==> src/rtl/vga_timing_pkg.sv <==
// Shared constants, phase type and phase decode for the VGA raster timing block.
// Default constants describe 640x480@60 with an 800x525 total raster.
package vga_timing_pkg;

  localparam int unsigned HActiveDef = 640;
  localparam int unsigned HFpDef     = 16;
  localparam int unsigned HSyncDef   = 96;
  localparam int unsigned HBpDef     = 48;
  localparam int unsigned VActiveDef = 480;
  localparam int unsigned VFpDef     = 10;
  localparam int unsigned VSyncDef   = 2;
  localparam int unsigned VBpDef     = 33;

  localparam int unsigned HTotalDef = HActiveDef + HFpDef + HSyncDef + HBpDef;
  localparam int unsigned VTotalDef = VActiveDef + VFpDef + VSyncDef + VBpDef;

  localparam int unsigned HTotalMax = 2048;
  localparam int unsigned VTotalMax = 1024;

  localparam int unsigned HCW = 11;
  localparam int unsigned VCW = 10;

  typedef enum logic [1:0] {
    PH_ACT,
    PH_FP,
    PH_SYN,
    PH_BP
  } vga_phase_t;

  // Map a raster position on one axis to its phase.
  function automatic vga_phase_t phase_of(input int unsigned c,
                                          input int unsigned act,
                                          input int unsigned fp,
                                          input int unsigned syn);
    if (c < act) begin
      return PH_ACT;
    end else if (c < act + fp) begin
      return PH_FP;
    end else if (c < act + fp + syn) begin
      return PH_SYN;
    end else begin
      return PH_BP;
    end
  endfunction

endpackage

==> src/rtl/vga_timing_ctrl_if.sv <==
// Raster timing bundle between the timing controller and its consumers.
// The controller uses the master modport; colour/board logic uses slave.
interface vga_timing_ctrl_if;
  import vga_timing_pkg::*;

  logic           pix_en;
  logic [HCW-1:0] hcount;
  logic [VCW-1:0] vcount;
  logic           hsync;
  logic           vsync;
  logic           active;
  logic           line_start;
  logic           frame_start;

  modport master (
    input  pix_en,
    output hcount,
    output vcount,
    output hsync,
    output vsync,
    output active,
    output line_start,
    output frame_start
  );

  modport slave (
    output pix_en,
    input  hcount,
    input  vcount,
    input  hsync,
    input  vsync,
    input  active,
    input  line_start,
    input  frame_start
  );

endinterface

==> src/rtl/vga_axis_counter.sv <==
// One raster axis: position counter, registered phase FSM and registered sync.
// Sync and phase are computed from the next count so they match the count presented.
module vga_axis_counter
  import vga_timing_pkg::*;
#(
  parameter int unsigned Active  = 640,
  parameter int unsigned Fp      = 16,
  parameter int unsigned Sync    = 96,
  parameter int unsigned Bp      = 48,
  parameter int unsigned Width   = 11,
  parameter bit          SyncPol = 1'b0
) (
  input  logic             clk,
  input  logic             rst,
  input  logic             inc_i,
  output logic [Width-1:0] count_o,
  output vga_phase_t       phase_o,
  output logic             sync_o,
  output logic             wrap_o
);

  localparam int unsigned      Total    = Active + Fp + Sync + Bp;
  localparam logic [Width-1:0] Last     = Width'(Total - 1);
  localparam vga_phase_t       PhaseRst = phase_of(Total - 1, Active, Fp, Sync);

  if (Total > (2 ** Width)) begin : g_width_chk
    $error("vga_axis_counter: total %0d does not fit in %0d bits", Total, Width);
  end

  logic [Width-1:0] count_q, count_d;
  vga_phase_t       phase_q, phase_d;
  logic             sync_q, sync_d;

  always_comb begin
    count_d = count_q;
    if (inc_i) begin
      count_d = (count_q == Last) ? '0 : count_q + Width'(1);
    end
    phase_d = phase_of(32'(count_d), Active, Fp, Sync);
    sync_d  = (phase_d == PH_SYN) ? SyncPol : ~SyncPol;
  end

  // Reset parks the axis on its last back-porch position so the first advance lands on 0.
  always_ff @(posedge clk or posedge rst) begin
    if (rst) begin
      count_q <= Last;
      phase_q <= PhaseRst;
      sync_q  <= ~SyncPol;
    end else begin
      count_q <= count_d;
      phase_q <= phase_d;
      sync_q  <= sync_d;
    end
  end

  assign count_o = count_q;
  assign phase_o = phase_q;
  assign sync_o  = sync_q;
  assign wrap_o  = (count_q == Last);

endmodule

==> src/rtl/vga_timing_ctrl.sv <==
// VGA raster sequencer: hcount/vcount, hsync/vsync, active and start strobes.
// Define VGA_TIMING_ALIGN_EN to delay syncs/active one clk to line up with registered colour.
module vga_timing_ctrl
  import vga_timing_pkg::*;
#(
  parameter int unsigned H_ACTIVE = HActiveDef,
  parameter int unsigned H_FP     = HFpDef,
  parameter int unsigned H_SYNC   = HSyncDef,
  parameter int unsigned H_BP     = HBpDef,
  parameter int unsigned V_ACTIVE = VActiveDef,
  parameter int unsigned V_FP     = VFpDef,
  parameter int unsigned V_SYNC   = VSyncDef,
  parameter int unsigned V_BP     = VBpDef,
  parameter bit          SYNC_POL = 1'b0
) (
  input logic                clk,
  input logic                rst,
  vga_timing_ctrl_if.master  bus
);

  localparam int unsigned H_TOTAL = H_ACTIVE + H_FP + H_SYNC + H_BP;
  localparam int unsigned V_TOTAL = V_ACTIVE + V_FP + V_SYNC + V_BP;

  if (H_TOTAL > HTotalMax) begin : g_h_chk
    $error("vga_timing_ctrl: H_TOTAL %0d exceeds %0d", H_TOTAL, HTotalMax);
  end
  if (V_TOTAL > VTotalMax) begin : g_v_chk
    $error("vga_timing_ctrl: V_TOTAL %0d exceeds %0d", V_TOTAL, VTotalMax);
  end

  logic [HCW-1:0] h_count;
  logic [VCW-1:0] v_count;
  vga_phase_t     h_phase, v_phase;
  logic           h_sync, v_sync;
  logic           h_wrap, v_wrap_unused;
  logic           v_inc;
  logic           active_raw;

  assign v_inc = bus.pix_en & h_wrap;

  vga_axis_counter #(
    .Active  (H_ACTIVE),
    .Fp      (H_FP),
    .Sync    (H_SYNC),
    .Bp      (H_BP),
    .Width   (HCW),
    .SyncPol (SYNC_POL)
  ) u_h_axis (
    .clk     (clk),
    .rst     (rst),
    .inc_i   (bus.pix_en),
    .count_o (h_count),
    .phase_o (h_phase),
    .sync_o  (h_sync),
    .wrap_o  (h_wrap)
  );

  vga_axis_counter #(
    .Active  (V_ACTIVE),
    .Fp      (V_FP),
    .Sync    (V_SYNC),
    .Bp      (V_BP),
    .Width   (VCW),
    .SyncPol (SYNC_POL)
  ) u_v_axis (
    .clk     (clk),
    .rst     (rst),
    .inc_i   (v_inc),
    .count_o (v_count),
    .phase_o (v_phase),
    .sync_o  (v_sync),
    .wrap_o  (v_wrap_unused)
  );

  assign active_raw = (h_phase == PH_ACT) && (v_phase == PH_ACT);

  assign bus.hcount      = h_count;
  assign bus.vcount      = v_count;
  assign bus.line_start  = bus.pix_en && (h_count == '0);
  assign bus.frame_start = bus.pix_en && (h_count == '0) && (v_count == '0);

`ifdef VGA_TIMING_ALIGN_EN
  logic hsync_q, vsync_q, active_q;

  // Free-running stage: tracks the colour pipeline, which registers every clk.
  always_ff @(posedge clk or posedge rst) begin
    if (rst) begin
      hsync_q  <= ~SYNC_POL;
      vsync_q  <= ~SYNC_POL;
      active_q <= 1'b0;
    end else begin
      hsync_q  <= h_sync;
      vsync_q  <= v_sync;
      active_q <= active_raw;
    end
  end

  assign bus.hsync  = hsync_q;
  assign bus.vsync  = vsync_q;
  assign bus.active = active_q;
`else
  assign bus.hsync  = h_sync;
  assign bus.vsync  = v_sync;
  assign bus.active = active_raw;
`endif

endmodule

==> src/flat_wrapper.sv <==
// flat-port wrapper written by rule: the top's interface ports become plain ports
module vga_timing_ctrl_flat import vga_timing_pkg::*;
#(
  parameter int unsigned H_ACTIVE = HActiveDef,
  parameter int unsigned H_FP     = HFpDef,
  parameter int unsigned H_SYNC   = HSyncDef,
  parameter int unsigned H_BP     = HBpDef,
  parameter int unsigned V_ACTIVE = VActiveDef,
  parameter int unsigned V_FP     = VFpDef,
  parameter int unsigned V_SYNC   = VSyncDef,
  parameter int unsigned V_BP     = VBpDef,
  parameter bit          SYNC_POL = 1'b0
)
  (clk, rst, bus_pix_en, bus_hcount, bus_vcount, bus_hsync, bus_vsync, bus_active, bus_line_start, bus_frame_start);
  vga_timing_ctrl_if bus_i ();
  input logic clk;
  input logic rst;
  input wire logic [$bits(bus_i.pix_en)-1:0] bus_pix_en;
  output wire logic [$bits(bus_i.hcount)-1:0] bus_hcount;
  output wire logic [$bits(bus_i.vcount)-1:0] bus_vcount;
  output wire logic [$bits(bus_i.hsync)-1:0] bus_hsync;
  output wire logic [$bits(bus_i.vsync)-1:0] bus_vsync;
  output wire logic [$bits(bus_i.active)-1:0] bus_active;
  output wire logic [$bits(bus_i.line_start)-1:0] bus_line_start;
  output wire logic [$bits(bus_i.frame_start)-1:0] bus_frame_start;
  assign bus_i.pix_en = bus_pix_en;
  assign bus_hcount = bus_i.hcount;
  assign bus_vcount = bus_i.vcount;
  assign bus_hsync = bus_i.hsync;
  assign bus_vsync = bus_i.vsync;
  assign bus_active = bus_i.active;
  assign bus_line_start = bus_i.line_start;
  assign bus_frame_start = bus_i.frame_start;
  vga_timing_ctrl #(.H_ACTIVE(H_ACTIVE), .H_FP(H_FP), .H_SYNC(H_SYNC), .H_BP(H_BP), .V_ACTIVE(V_ACTIVE), .V_FP(V_FP), .V_SYNC(V_SYNC), .V_BP(V_BP), .SYNC_POL(SYNC_POL)) u_core (.clk(clk), .rst(rst), .bus(bus_i));
endmodule
==> config.mk <==
export PLATFORM = sky130hd
export DESIGN_NAME = vga_timing_ctrl_flat
export DESIGN_NICKNAME = d
export VERILOG_FILES = /design/src/rtl/vga_timing_pkg.sv /design/src/rtl/vga_timing_ctrl_if.sv /design/src/rtl/vga_axis_counter.sv /design/src/rtl/vga_timing_ctrl.sv /design/src/flat_wrapper.sv
export SDC_FILE = /design/constraint.sdc
export NUM_CORES = 1
export LEC_CHECK = 0
export BUFFER_PORTS_ARGS = -buffer_cell sky130_fd_sc_hd__buf_4
export CORE_UTILIZATION = 35
export DETAILED_ROUTE_END_ITERATION = 8
export MAX_ROUTING_LAYER = met4
export PLACE_DENSITY = 0.57
export SLEW_MARGIN = 10
export SYNTH_ARGS = -nofsm -noshare
export SYNTH_HDL_FRONTEND = slang
export SYNTH_SLANG_ARGS = --single-unit
==> constraint.sdc <==
create_clock -name clk -period 7.8 [get_ports clk]
set_clock_uncertainty 0.2 [all_clocks]
set_input_delay 1.17 -clock clk [delete_from_list [all_inputs] [get_ports clk]]
set_output_delay 1.17 -clock clk [all_outputs]
set_load 0.01 [all_outputs]
# Yosys cells after proc, flatten, opt, wreduce, memory -nomap -nowiden

Cells that the tools add are included.

Logic and storage cells: 38
Output and inout bits: 26
Register bits: 27
Input bits: 3

Mux-type cells: 12
Equal/unequal tests: 4
Reduce and logical (&&, ||, !) cells: 7
Order comparisons: 6
Bitwise gates (word level): 1
Add/subtract/negate cells: 2

Operators with widths:

| operator                                                      | count |
|---|---|
| less-than comparator 11 x 10 -> 1 bit (second input constant) | 3 |
| less-than comparator 10 x 9 -> 1 bit (second input constant)  | 3 |
| two-way mux 11 bit                                            | 2 |
| two-way mux 10 bit                                            | 2 |
| adder 11 x 1 -> 11 bit (second input constant)                | 1 |
| == test 11 x 10 -> 1 bit (second input constant)              | 1 |
| zero test 11 bit                                              | 1 |
| adder 10 x 1 -> 10 bit (second input constant)                | 1 |
| == test 10 bit (second input constant)                        | 1 |
| zero test 10 bit                                              | 1 |
| two-way mux 2 bit                                             | 4 |
| == test 2 bit (second input constant)                         | 2 |
| zero test 2 bit                                               | 2 |
| two-way mux 1 bit                                             | 4 |
| logical AND 1 bit                                             | 3 |
| bitwise AND 1 bit                                             | 1 |

# Logic depth before layout (Yosys ltp)

Depth after elaboration: 9
Depth in mapped cells: 8
Mapped depth without buffers: 8

# Hierarchy

A second synthesis with hierarchy kept.

Cells, all modules: 177
Area, all modules: 1798.0 um^2

Modules (own cells, without submodules):

| module                             | sequential area each (um^2) | area each (um^2) | times used | cells an instance |
|---|---|---|---|---|
| vga_axis_counter (u_core.u_h_axis) | 362.8                       | 902.1            | 1          | 87 |
| vga_axis_counter (u_core.u_v_axis) | 332.8                       | 822.0            | 1          | 80 |
| vga_timing_ctrl                    | 0.0                         | 73.8             | 1          | 10 |

# Worst setup path before layout

Ideal clock, no wire load.

Path type: input to output
From: input bus_pix_en
To: output bus_frame_start
Arrival time: 2.225 ns
Slack: 4.205 ns
Cell stages on the path: 4
Cells stage by stage: buf_2 -> nand2_1 -> nor4b_1 -> and4_1

Longest elaborated chain between the ends: 2

Ends and longest elaborated chain:

| element                  | RTL line              | source |
|---|---|---|
| start, declared          | flat_wrapper.sv:18    | `input wire logic [$bits(bus_i.pix_en)-1:0] bus_pix_en;` |
| logical AND 1 bit        | -                     |  |
| named net bus_line_start | flat_wrapper.sv:24    | `output wire logic [$bits(bus_i.line_start)-1:0] bus_line_start;` |
| logical AND 1 bit        | vga_timing_ctrl.sv:80 | `assign bus.frame_start = bus.pix_en && (h_count == '0) && (v_count == '0);` |
| end, declared            | flat_wrapper.sv:25    | `output wire logic [$bits(bus_i.frame_start)-1:0] bus_frame_start;` |

The timed path passes the listed nets, and every way through them passes these cells.

# Final worst setup path

From: input bus_pix_en
To: output bus_frame_start

Longest elaborated chain between the ends: 2

Ends and longest elaborated chain:

| element                         | RTL line |
|---|---|
| logical AND 1 bit (2 in series) | vga_timing_ctrl.sv:80 |

No other way between the ends.

==> results.json <==
{
  "ios": 29,
  "path_clk_slew_ns": 0.10,
  "wl_met2_um": 1690,
  "rrSetupSlack_ns": 4.77,
  "r2r_end": "u_core.u_v_axis.sync_o",
  "ys_ff_latch": 27,
  "rr_worst_depth": 6,
  "syn_to_final_growth_pct": 18.3,
  "syn_area_per_cell_um2": 9.25,
  "slew_headroom_pct": 33.3,
  "cap_violations": 0,
  "dieArea_um2": 4880,
  "critPathMaxStageDelay_ns": 0.55,
  "cts_buffer_depth": 2,
  "power_density_nw_per_um2": 184,
  "path_common_cell": "buf_4",
  "setup_violations": 0,
  "worstPathCellList": "buf_4 -> nand2_1 -> nor4b_1 -> and4_1 -> buf_4",
  "rsz0062_at_grt": "no",
  "layout_commonest_cell": "buf_4",
  "p_leak_nw": 0.804,
  "htreeDepth": 1,
  "drt_wl_total_um": 3690,
  "gp_congestion": 0.849,
  "die_x_um": 69.8,
  "grt-ovfl-total": 0,
  "status": "complete, no violations",
  "syn-num-nets": 181,
  "grt_max_degree": 28,
  "port-buffer-count": 28,
  "tightestPinTransition_ns": 0.999,
  "num_vias": 1406,
  "drt-wirelength-per-cell_um": 14.7,
  "cts_buffers": 3,
  "fin_nets": 207,
  "min_path_type": "register to register",
  "coreArea_um2": 4380,
  "post-cts-setup-buffers": 0,
  "crit_path_end": "bus_frame_start",
  "setup_slack_ns": 4.13,
  "utilization_pct": 43.4,
  "dp_hpwl_um": 2760,
  "std_cell_rows": 24,
  "fin_crit_sh_pct": 47.1,
  "clk_latency_ns": 0.27,
  "rr_startpoint": "u_core.u_v_axis.count_o[2]",
  "syn_area_um2": 1610,
  "cts_resized": 0,
  "yosys_warnings": 0,
  "max_freq_mhz": 272,
  "cts.sink_count": 27,
  "crit_required_ns": 6.43,
  "ant_nets": 0,
  "finalMaxSlewViolations": 0,
  "met1_length_um": 1830,
  "initial_core_util_pct": 36.7,
  "firstDrtPassIters": 4,
  "grt_pass1_vias": 1306,
  "total_power_mw": 0.350,
  "critPathLaunch": "bus_pix_en",
  "antenna_found_initial": 0,
  "ys_seq_area_share_pct": 43.2,
  "worst_ep_arrival_time_ns": 2.30,
  "layout.cells.non_filler": 251,
  "cp-start-kind": "primary input",
  "timing_worst_setup_path_type": "primary input to primary output",
  "cp_slowest_cell": "nor4b_1",
  "final_cell_mix": "buf_4, nand2_1, dfstp_2",
  "vdd_drop_max_mv": 0.0763,
  "place_ws_ns": 4.15,
  "yosys.cell_types.count": 44,
  "dp.cells": 247,
  "cts_root_buffer": "clkbuf_8",
  "drive_gt1_share_pct": 27.1,
  "antenna_cells": 0,
  "viasPerCell": 5.60,
  "setup_tns_ns": 0,
  "drc_errors": 0,
  "cp_max_fo": 9,
  "fp.dieH_um": 69.8,
  "final.min_clock_period_ns": 3.67,
  "top_layer": "met4",
  "cts_tree": "yes",
  "cts_hold_buffers": 0,
  "met3_length_um": 141,
  "hold_viol": 0,
  "drt_iter0_drc": 68,
  "end_kind": "primary output",
  "postSynthCellCount": 174,
  "grt_usage_pct": 16.8,
  "grt_pass1_wl_um": 6510
}
-- worst min path at each step --
stage                               startpoint                    endpoint  depth (start not counted)
global route        u_core.u_h_axis.count_o[2]  u_core.u_h_axis.count_o[2]                          1
global placement    u_core.u_h_axis.count_o[2]  u_core.u_h_axis.count_o[2]                          1
CTS                 u_core.u_h_axis.count_o[2]  u_core.u_h_axis.count_o[2]                          1
finish              u_core.u_h_axis.count_o[2]  u_core.u_h_axis.count_o[2]                          1
floorplan           u_core.u_h_axis.count_o[9]  u_core.u_h_axis.phase_o[0]                          2
detailed placement  u_core.u_h_axis.count_o[2]  u_core.u_h_axis.count_o[2]                          1
-- sequential cells by signal, summed over array words and instances, names as in the netlist --
name	count
u_core.u_h_axis.count_o	11
u_core.u_h_axis.phase_o	2
u_core.u_h_axis.sync_o	1
u_core.u_v_axis.count_o	10
u_core.u_v_axis.phase_o	2
u_core.u_v_axis.sync_o	1
-- synthesized netlist by cell type --
cell type,count,area [um2]
nor4_4,1,21.3
nor4b_1,2,17.5
nand2_2,1,6.26
or4_1,5,37.5
o22ai_1,2,12.5
dfrtp_1,11,275
xnor2_1,11,96.3
o21ai_0,5,25.0
clkbuf_1,5,18.8
nor3_1,9,45.0
and3_2,1,7.51
or4b_1,1,10.0
a31o_2,1,8.76
nand4_1,4,25.0
and3b_1,1,8.76
a2bb2oi_2,1,15.0
or3_1,2,12.5
xor2_1,1,8.76
or4b_2,1,10.0
nor4_1,3,18.8
and3_1,3,18.8
nand2b_1,1,6.26
nand3_1,6,30.0
a31oi_1,5,31.3
a21boi_0,3,22.5
nand4b_1,1,8.76
buf_4,1,7.51
nand2_1,17,63.8
o221ai_1,1,8.76
a21oi_1,10,50.1
o211ai_1,1,7.51
ha_1,4,50.1
o31a_1,1,8.76
o21bai_1,2,15.0
a22o_1,1,8.76
mux2i_1,2,20.0
o41ai_1,1,8.76
dfstp_2,16,420
inv_1,15,56.3
nor2_1,7,26.3
buf_2,1,5.00
and2_1,2,12.5
and4_1,4,35.0
a211oi_1,1,7.51
-- layer usage --
metal,GRT usage (%),vias up
li1,-,683
met1,24.7,683
met2,24.4,36
met3,2.62,4
met4,4.00,0
met5,-,-
-- metrics by stage --
stage / hold slack, ns / cell area [um2]
2_1_floorplan: 0.309 / 1610
3_3_place_gp: 0.310 / 1850
3_5_place_dp: 0.313 / 1850
6_report: 0.326 / 1900
5_1_grt: 0.357 / 1900
4_1_cts: 0.330 / 1900
-- cell type report --
type                            instances  area (um2)
Clock buffer                            3        41.3
Clock inverter                          1        8.76
Fill cell                             435        2480
Inverter                               15        56.3
Multi-Input combinational cell        125         827
Sequential cell                        27         696
Tap cell                               52        65.1
Timing Repair Buffer                   28         210
-- worst max-delay path, delay by kind of cell --
family                 cells  cell delay (ns)
buffers and inverters      2             0.25
and+or+nand+nor            3             0.88
-- power breakdown --
part / leakage (nW) / switching [mW] / internal, mW / total, mW
registers: 0.304 / 0.0221 / 0.161 / 0.184
logic: 0.474 / 0.0409 / 0.0420 / 0.0829
clock network: 0.0261 / 0.0462 / 0.0375 / 0.0837
total: 0.804 / 0.109 / 0.241 / 0.350
-- logic make-up after synthesis --
kind of cell	share of synthesized area (%)
xor+xnor	6.53
fa+ha+maj	3.11
compound gates	14.3
mux	1.24
simple gates	26.2
buf+inv	5.44
flops	43.2
Note: power is estimated with default switching activity, not from simulation.
